### config.mk
export PLATFORM = sky130hd
export DESIGN_NAME = minmax_tracker
export DESIGN_NICKNAME = d
export VERILOG_FILES = /design/src/rtl/minmax_pkg.sv /design/src/rtl/cmp8.sv /design/src/rtl/minmax_tracker.sv
export SDC_FILE = /design/constraint.sdc
export NUM_CORES = 1
export LEC_CHECK = 0
export BUFFER_PORTS_ARGS = -buffer_cell sky130_fd_sc_hd__clkbuf_2
export CAP_MARGIN = 40
export CORE_MARGIN = 5
export CORE_UTILIZATION = 53
export CTS_CLUSTER_SIZE = 16
export DETAILED_ROUTE_END_ITERATION = 8
export PLACE_DENSITY = 0.82
export SYNTH_ARGS = -nofsm -noshare
export SYNTH_HDL_FRONTEND = slang
export SYNTH_SLANG_ARGS = --single-unit
### constraint.sdc
create_clock -name clk -period 2.4 [get_ports clk]
set_clock_uncertainty 0.1 [all_clocks]
set_input_delay 0.36 -clock clk [delete_from_list [all_inputs] [get_ports clk]]
set_output_delay 0.36 -clock clk [all_outputs]
set_load 0.005 [all_outputs]
### src/rtl/minmax_pkg.sv
// -----------------------------------------------------------------------------
// minmax_pkg
//   Shared types and constants for the frame min/max tracker.
//   - minmax_state_t : frame sequencer states (IDLE, RUN, DONE)
//   - cmp_res_t      : three-way magnitude result produced by cmp8
//   - MINMAX_FRAME_LEN_DEF : default number of samples per frame
// -----------------------------------------------------------------------------
package minmax_pkg;

    localparam int MINMAX_FRAME_LEN_DEF = 16;

    typedef enum logic [1:0] {
        IDLE = 2'd0,
        RUN  = 2'd1,
        DONE = 2'd2
    } minmax_state_t;

    typedef enum logic [1:0] {
        LESS    = 2'd0,
        EQUAL   = 2'd1,
        GREATER = 2'd2
    } cmp_res_t;

endpackage : minmax_pkg

### src/rtl/cmp8.sv
// -----------------------------------------------------------------------------
// cmp8
//   Unsigned 8-bit magnitude comparator. Reports how a_i relates to b_i.
//   Ports:
//     a_i   in  8  : left operand
//     b_i   in  8  : right operand
//     res_o out 2  : LESS (a<b), EQUAL (a==b), GREATER (a>b)
// -----------------------------------------------------------------------------
module cmp8
    import minmax_pkg::*;
(
    input  logic [7:0] a_i,
    input  logic [7:0] b_i,
    output cmp_res_t   res_o
);

    // NOTE: every path through an always_comb block must assign the output;
    // assigning a default first guarantees no latch is inferred.
    always_comb begin
        res_o = EQUAL;
        if (a_i > b_i) begin
            res_o = GREATER;
        end else if (a_i < b_i) begin
            res_o = LESS;
        end
    end

endmodule : cmp8

### src/rtl/minmax_tracker.sv
// -----------------------------------------------------------------------------
// minmax_tracker
//   Frame-based running minimum/maximum tracker. A frame starts on `start`
//   (IDLE only), accepts FRAME_LEN samples through a valid/ready handshake
//   and then presents one result record through a valid/ready output.
//   Result registers keep the last frame's values until the first sample of
//   the next frame is accepted.
//
//   Build option: define MINMAX_ABORT_EN to add the `abort` input, which
//   drops an in-progress frame (RUN only) without emitting a record.
//
//   Ports:
//     clk, rst_n         : clock, asynchronous active-low reset
//     start              : begin a frame (honoured in IDLE only)
//     in_valid/in_ready  : sample handshake (in_ready high only in RUN)
//     in_data            : unsigned 8-bit sample
//     out_valid/out_ready: result handshake (out_valid high only in DONE)
//     out_max, out_min   : frame extremes
//     out_max_idx/min_idx: 0-based frame position of each extreme
//     busy               : high in RUN and DONE
//     abort              : (MINMAX_ABORT_EN only) drop the current frame
// -----------------------------------------------------------------------------
module minmax_tracker
    import minmax_pkg::*;
#(
    parameter int FRAME_LEN = MINMAX_FRAME_LEN_DEF,
    parameter int IDX_W     = $clog2(FRAME_LEN)
) (
    input  logic             clk,
    input  logic             rst_n,
    input  logic             start,
    input  logic             in_valid,
    output logic             in_ready,
    input  logic [7:0]       in_data,
    output logic             out_valid,
    input  logic             out_ready,
    output logic [7:0]       out_max,
    output logic [7:0]       out_min,
    output logic [IDX_W-1:0] out_max_idx,
    output logic [IDX_W-1:0] out_min_idx,
    output logic             busy
`ifdef MINMAX_ABORT_EN
    ,
    input  logic             abort
`endif
);

    localparam logic [IDX_W-1:0] LAST_IDX = IDX_W'(FRAME_LEN - 1);

    minmax_state_t    state_q, state_d;
    logic [IDX_W-1:0] cnt_q, cnt_d;
    logic [7:0]       max_q, max_d;
    logic [7:0]       min_q, min_d;
    logic [IDX_W-1:0] max_idx_q, max_idx_d;
    logic [IDX_W-1:0] min_idx_q, min_idx_d;

    cmp_res_t max_cmp;
    cmp_res_t min_cmp;
    logic     abort_w;
    logic     accept;

`ifdef MINMAX_ABORT_EN
    assign abort_w = abort;
`else
    assign abort_w = 1'b0;
`endif

    // Sample against the running max / min of the current frame.
    cmp8 u_cmp_max (
        .a_i   (in_data),
        .b_i   (max_q),
        .res_o (max_cmp)
    );

    cmp8 u_cmp_min (
        .a_i   (in_data),
        .b_i   (min_q),
        .res_o (min_cmp)
    );

    // Handshake and status outputs are pure state decodes, so no input
    // reaches an output combinationally.
    assign in_ready  = (state_q == RUN);
    assign out_valid = (state_q == DONE);
    assign busy      = (state_q != IDLE);
    assign accept    = in_valid && in_ready;

    always_comb begin
        state_d   = state_q;
        cnt_d     = cnt_q;
        max_d     = max_q;
        min_d     = min_q;
        max_idx_d = max_idx_q;
        min_idx_d = min_idx_q;

        unique case (state_q)
            IDLE: begin
                if (start) begin
                    state_d = RUN;
                    cnt_d   = '0;
                end
            end

            RUN: begin
                // Abort takes priority over a coincident accept, including
                // the final sample: nothing is updated and DONE is skipped.
                if (abort_w) begin
                    state_d = IDLE;
                end else if (accept) begin
                    cnt_d = cnt_q + 1'b1;
                    if (cnt_q == '0) begin
                        max_d     = in_data;
                        min_d     = in_data;
                        max_idx_d = '0;
                        min_idx_d = '0;
                    end else begin
                        // Strict comparisons keep the earliest index on ties.
                        if (max_cmp == GREATER) begin
                            max_d     = in_data;
                            max_idx_d = cnt_q;
                        end
                        if (min_cmp == LESS) begin
                            min_d     = in_data;
                            min_idx_d = cnt_q;
                        end
                    end
                    if (cnt_q == LAST_IDX) begin
                        state_d = DONE;
                    end
                end
            end

            DONE: begin
                if (out_ready) begin
                    state_d = IDLE;
                end
            end

            default: state_d = IDLE;
        endcase
    end

    // NOTE: state registers use non-blocking assignments so every flop
    // samples the pre-edge values regardless of statement order.
    always_ff @(posedge clk or negedge rst_n) begin
        if (!rst_n) begin
            state_q   <= IDLE;
            cnt_q     <= '0;
            max_q     <= '0;
            min_q     <= '0;
            max_idx_q <= '0;
            min_idx_q <= '0;
        end else begin
            state_q   <= state_d;
            cnt_q     <= cnt_d;
            max_q     <= max_d;
            min_q     <= min_d;
            max_idx_q <= max_idx_d;
            min_idx_q <= min_idx_d;
        end
    end

    assign out_max     = max_q;
    assign out_min     = min_q;
    assign out_max_idx = max_idx_q;
    assign out_min_idx = min_idx_q;

endmodule : minmax_tracker

==> impl_metrics.yaml <==
outcome:
  outcome: "finished clean"
logic_synthesis:
  synth_cell_type_count: 27
  ys_ff_latch: 30
  syn_inst: 155
  yosysTopAreaCell: "dfrtp_1"
  synth_top_area_frac: 0.452
  synth-seq-area-share: 0.452
  synthTopCellsByArea: "dfrtp_1 (45%), ha_1 (13%), mux2_2 (11%)"
  synthesis.nets: 185
  avgSynthCellArea_sq_um: 10.7
  yosys_warnings: 0
  netlist_area_sq_um: 1660
final_layout:
  num-nets-final: 232
  layout_commonest_cell: "clkbuf_2"
  fillers: 250
  final_cell_mix: "clkbuf_2 (39), dfrtp_1 (30), inv_1 (19)"
  drive_above_1_share: 0.340
  diodes: 0
  syn2layout_area_growth_pct: 21.0
floorplan:
  dieArea_sq_um: 4350
  ioPinCount: 40
  rows: 20
  coreArea_sq_um: 3030
  die_w_microns: 66.0
  initial_utilization: 0.548
  die_h_microns: 66.0
setup_path:
  cp_max_fo: 8
  critPathKind: "reg -> reg"
  critPathLaunch: "out_min[1]$_DFFE_PN0P_"
  cp-end-kind: "register"
  startpoint_type: "register"
  cp_data_arrival_time_ns: 2.28
  rrSetupSlack_ns: 0.24
  crit_required_ns: 2.52
  timing.rr.start: "out_min[1]$_DFFE_PN0P_"
detailed_routing:
  wl_microns: 3650
  wl_per_cell_microns: 14.8
  num_vias: 1312
  drt-pass1-iter-count: 4
  drtIter0Drc: 41
  drc: 0
  via_per_inst: 5.31
  antenna_left: 0
grt:
  grt_pass1_vias: 1399
  antenna_found_initial: 0
  grt.total_usage: 0.191
  grt_pass1_wl_microns: 6150
  grt_max_degree: 31
  grt-ovfl-total: 0
placement:
  dp_hpwl_microns: 2800
  gp_congestion: 0.872
  portBuffers: 39
  dp_slack_ns: 0.165
job:
  max_cap_viol_count: 0
sta:
  final_hold_viol_count: 0
  maxSlewHeadroom: 0.516
  setup_slack_ns: 0.238
  fmax_mhz: 462
  tightest_slew_ns: 0.726
  tns_ns: 0
  slew_viol_final: 0
  min_period_over_period: 0.901
  rsz0062_at_grt: "false"
  setup_violations: 0
  min_period_ns: 2.16
power:
  leakage_nw: 1.04
  ir_worst_vdd_mv: 0.636
  power_density_nw_per_um2: 1260
clock_tree:
  tritoncts: "done"
  clock_sinks: 30
  path_clk_slew_ns: 0.10
  cts-root-buf: "clkbuf_4"
  htree_levels: 2
  cts_max_path_buffers: 2
  worstSkewPairLatency_ns: 0.34
  numCtsBuffers: 5
min_path:
  hp-start: "in_data[0]"
  min_path_type: "in -> reg"
-- kinds of logic after synthesis --
logic type | synth area share
compound gates | 0.154
buf+inv | 0.0505
flops | 0.452
fa+ha+maj | 0.128
simple gates | 0.106
mux | 0.109
-- cells in the mapped netlist (all sizes together) --
| cell type | instances |
|---|---|
| a2111o | 1 |
| a2111oi | 1 |
| a211oi | 1 |
| a21o | 2 |
| a21oi | 7 |
| a22o | 7 |
| a32o | 2 |
| a41o | 1 |
| buf | 1 |
| clkbuf | 2 |
| dfrtp | 30 |
| ha | 17 |
| inv | 19 |
| mux2 | 16 |
| nand2 | 14 |
| nand2b | 1 |
| nand3 | 2 |
| nand4 | 5 |
| nor2 | 6 |
| nor2b | 4 |
| nor3 | 3 |
| o211ai | 1 |
| o21a | 1 |
| o21ai | 9 |
| o21bai | 1 |
| or2 | 1 |
-- cell type report --
type,instances,area [sq um],area share
multi-input combinational,103,825,0.411
sequential,30,751,0.374
timing repair buffer,43,228,0.113
clock buffer,8,78.8,0.0393
inverter,19,71.3,0.0355
tap,44,55.1,0.0274
-- worst max-delay path, stage by stage, from the launching register on --
cell and delay, ns:
dfrtp_1 0.39, inv_1 0.05, ha_1 0.27, a2111o_1 0.41, a2111oi_4 0.40, nor2_4 0.13
mux2_2 0.29
-- registers in the layout, summed over array words and instances, names as in the netlist --
name,count
out_min,8
state_q,2
out_min_idx,4
cnt_q,4
out_max,8
out_max_idx,4
-- through the flow --
step | std cells | power [mW] | hold WS (ns) | instance area, sq um | util
floorplan | 155 | 1.69 | -0.0356 | 1660 | -
global placement | 238 | 2.09 | 0.336 | 1920 | 0.634
detailed placement | 238 | 2.16 | 0.355 | 1920 | 0.634
CTS | 247 | 2.55 | 0.186 | 2010 | 0.663
global route | 247 | 2.74 | 0.195 | 2010 | 0.663
finish | 247 | 2.53 | 0.196 | 2010 | 0.663
-- final timing paths --
path,end,cells after the start
max,out_min[6]$_DFFE_PN0P_,6
min,out_min[0]$_DFFE_PN0P_,2
max reg2reg,out_min[6]$_DFFE_PN0P_,6
min reg2reg,out_max_idx[1]$_DFFE_PN0P_,1
max in group asynchronous,out_min_idx[0]$_DFFE_PN0P_,2
min in group asynchronous,out_min[5]$_DFFE_PN0P_,2
-- power by group --
part / total (mW) / leakage [nW] / internal (mW) / switching [mW]
sequential: 0.944 / 0.363 / 0.737 / 0.207
combinational: 1.20 / 0.630 / 0.621 / 0.584
clock: 0.380 / 0.0446 / 0.200 / 0.180
-- timing repair --
action	CTS	global route
buffers inserted	0	0
hold endpoints to repair	30	0
resized for setup	0	0
hold buffers	1	0
endpoints found under the setup margin	0	0
-- layer usage --
| metal | GRT usage | part of all wire | vias up |
|---|---|---|---|
| li1 | - | - | 645 |
| met2 | 0.317 | 0.50 | 38 |
| met5 | 0 | 0 | - |
| met3 | 0.0680 | 0.061 | 8 |
| met4 | 0.0964 | 0.025 | 0 |
| met1 | 0.215 | 0.41 | 621 |
Power figures use the tool's default switching activity.
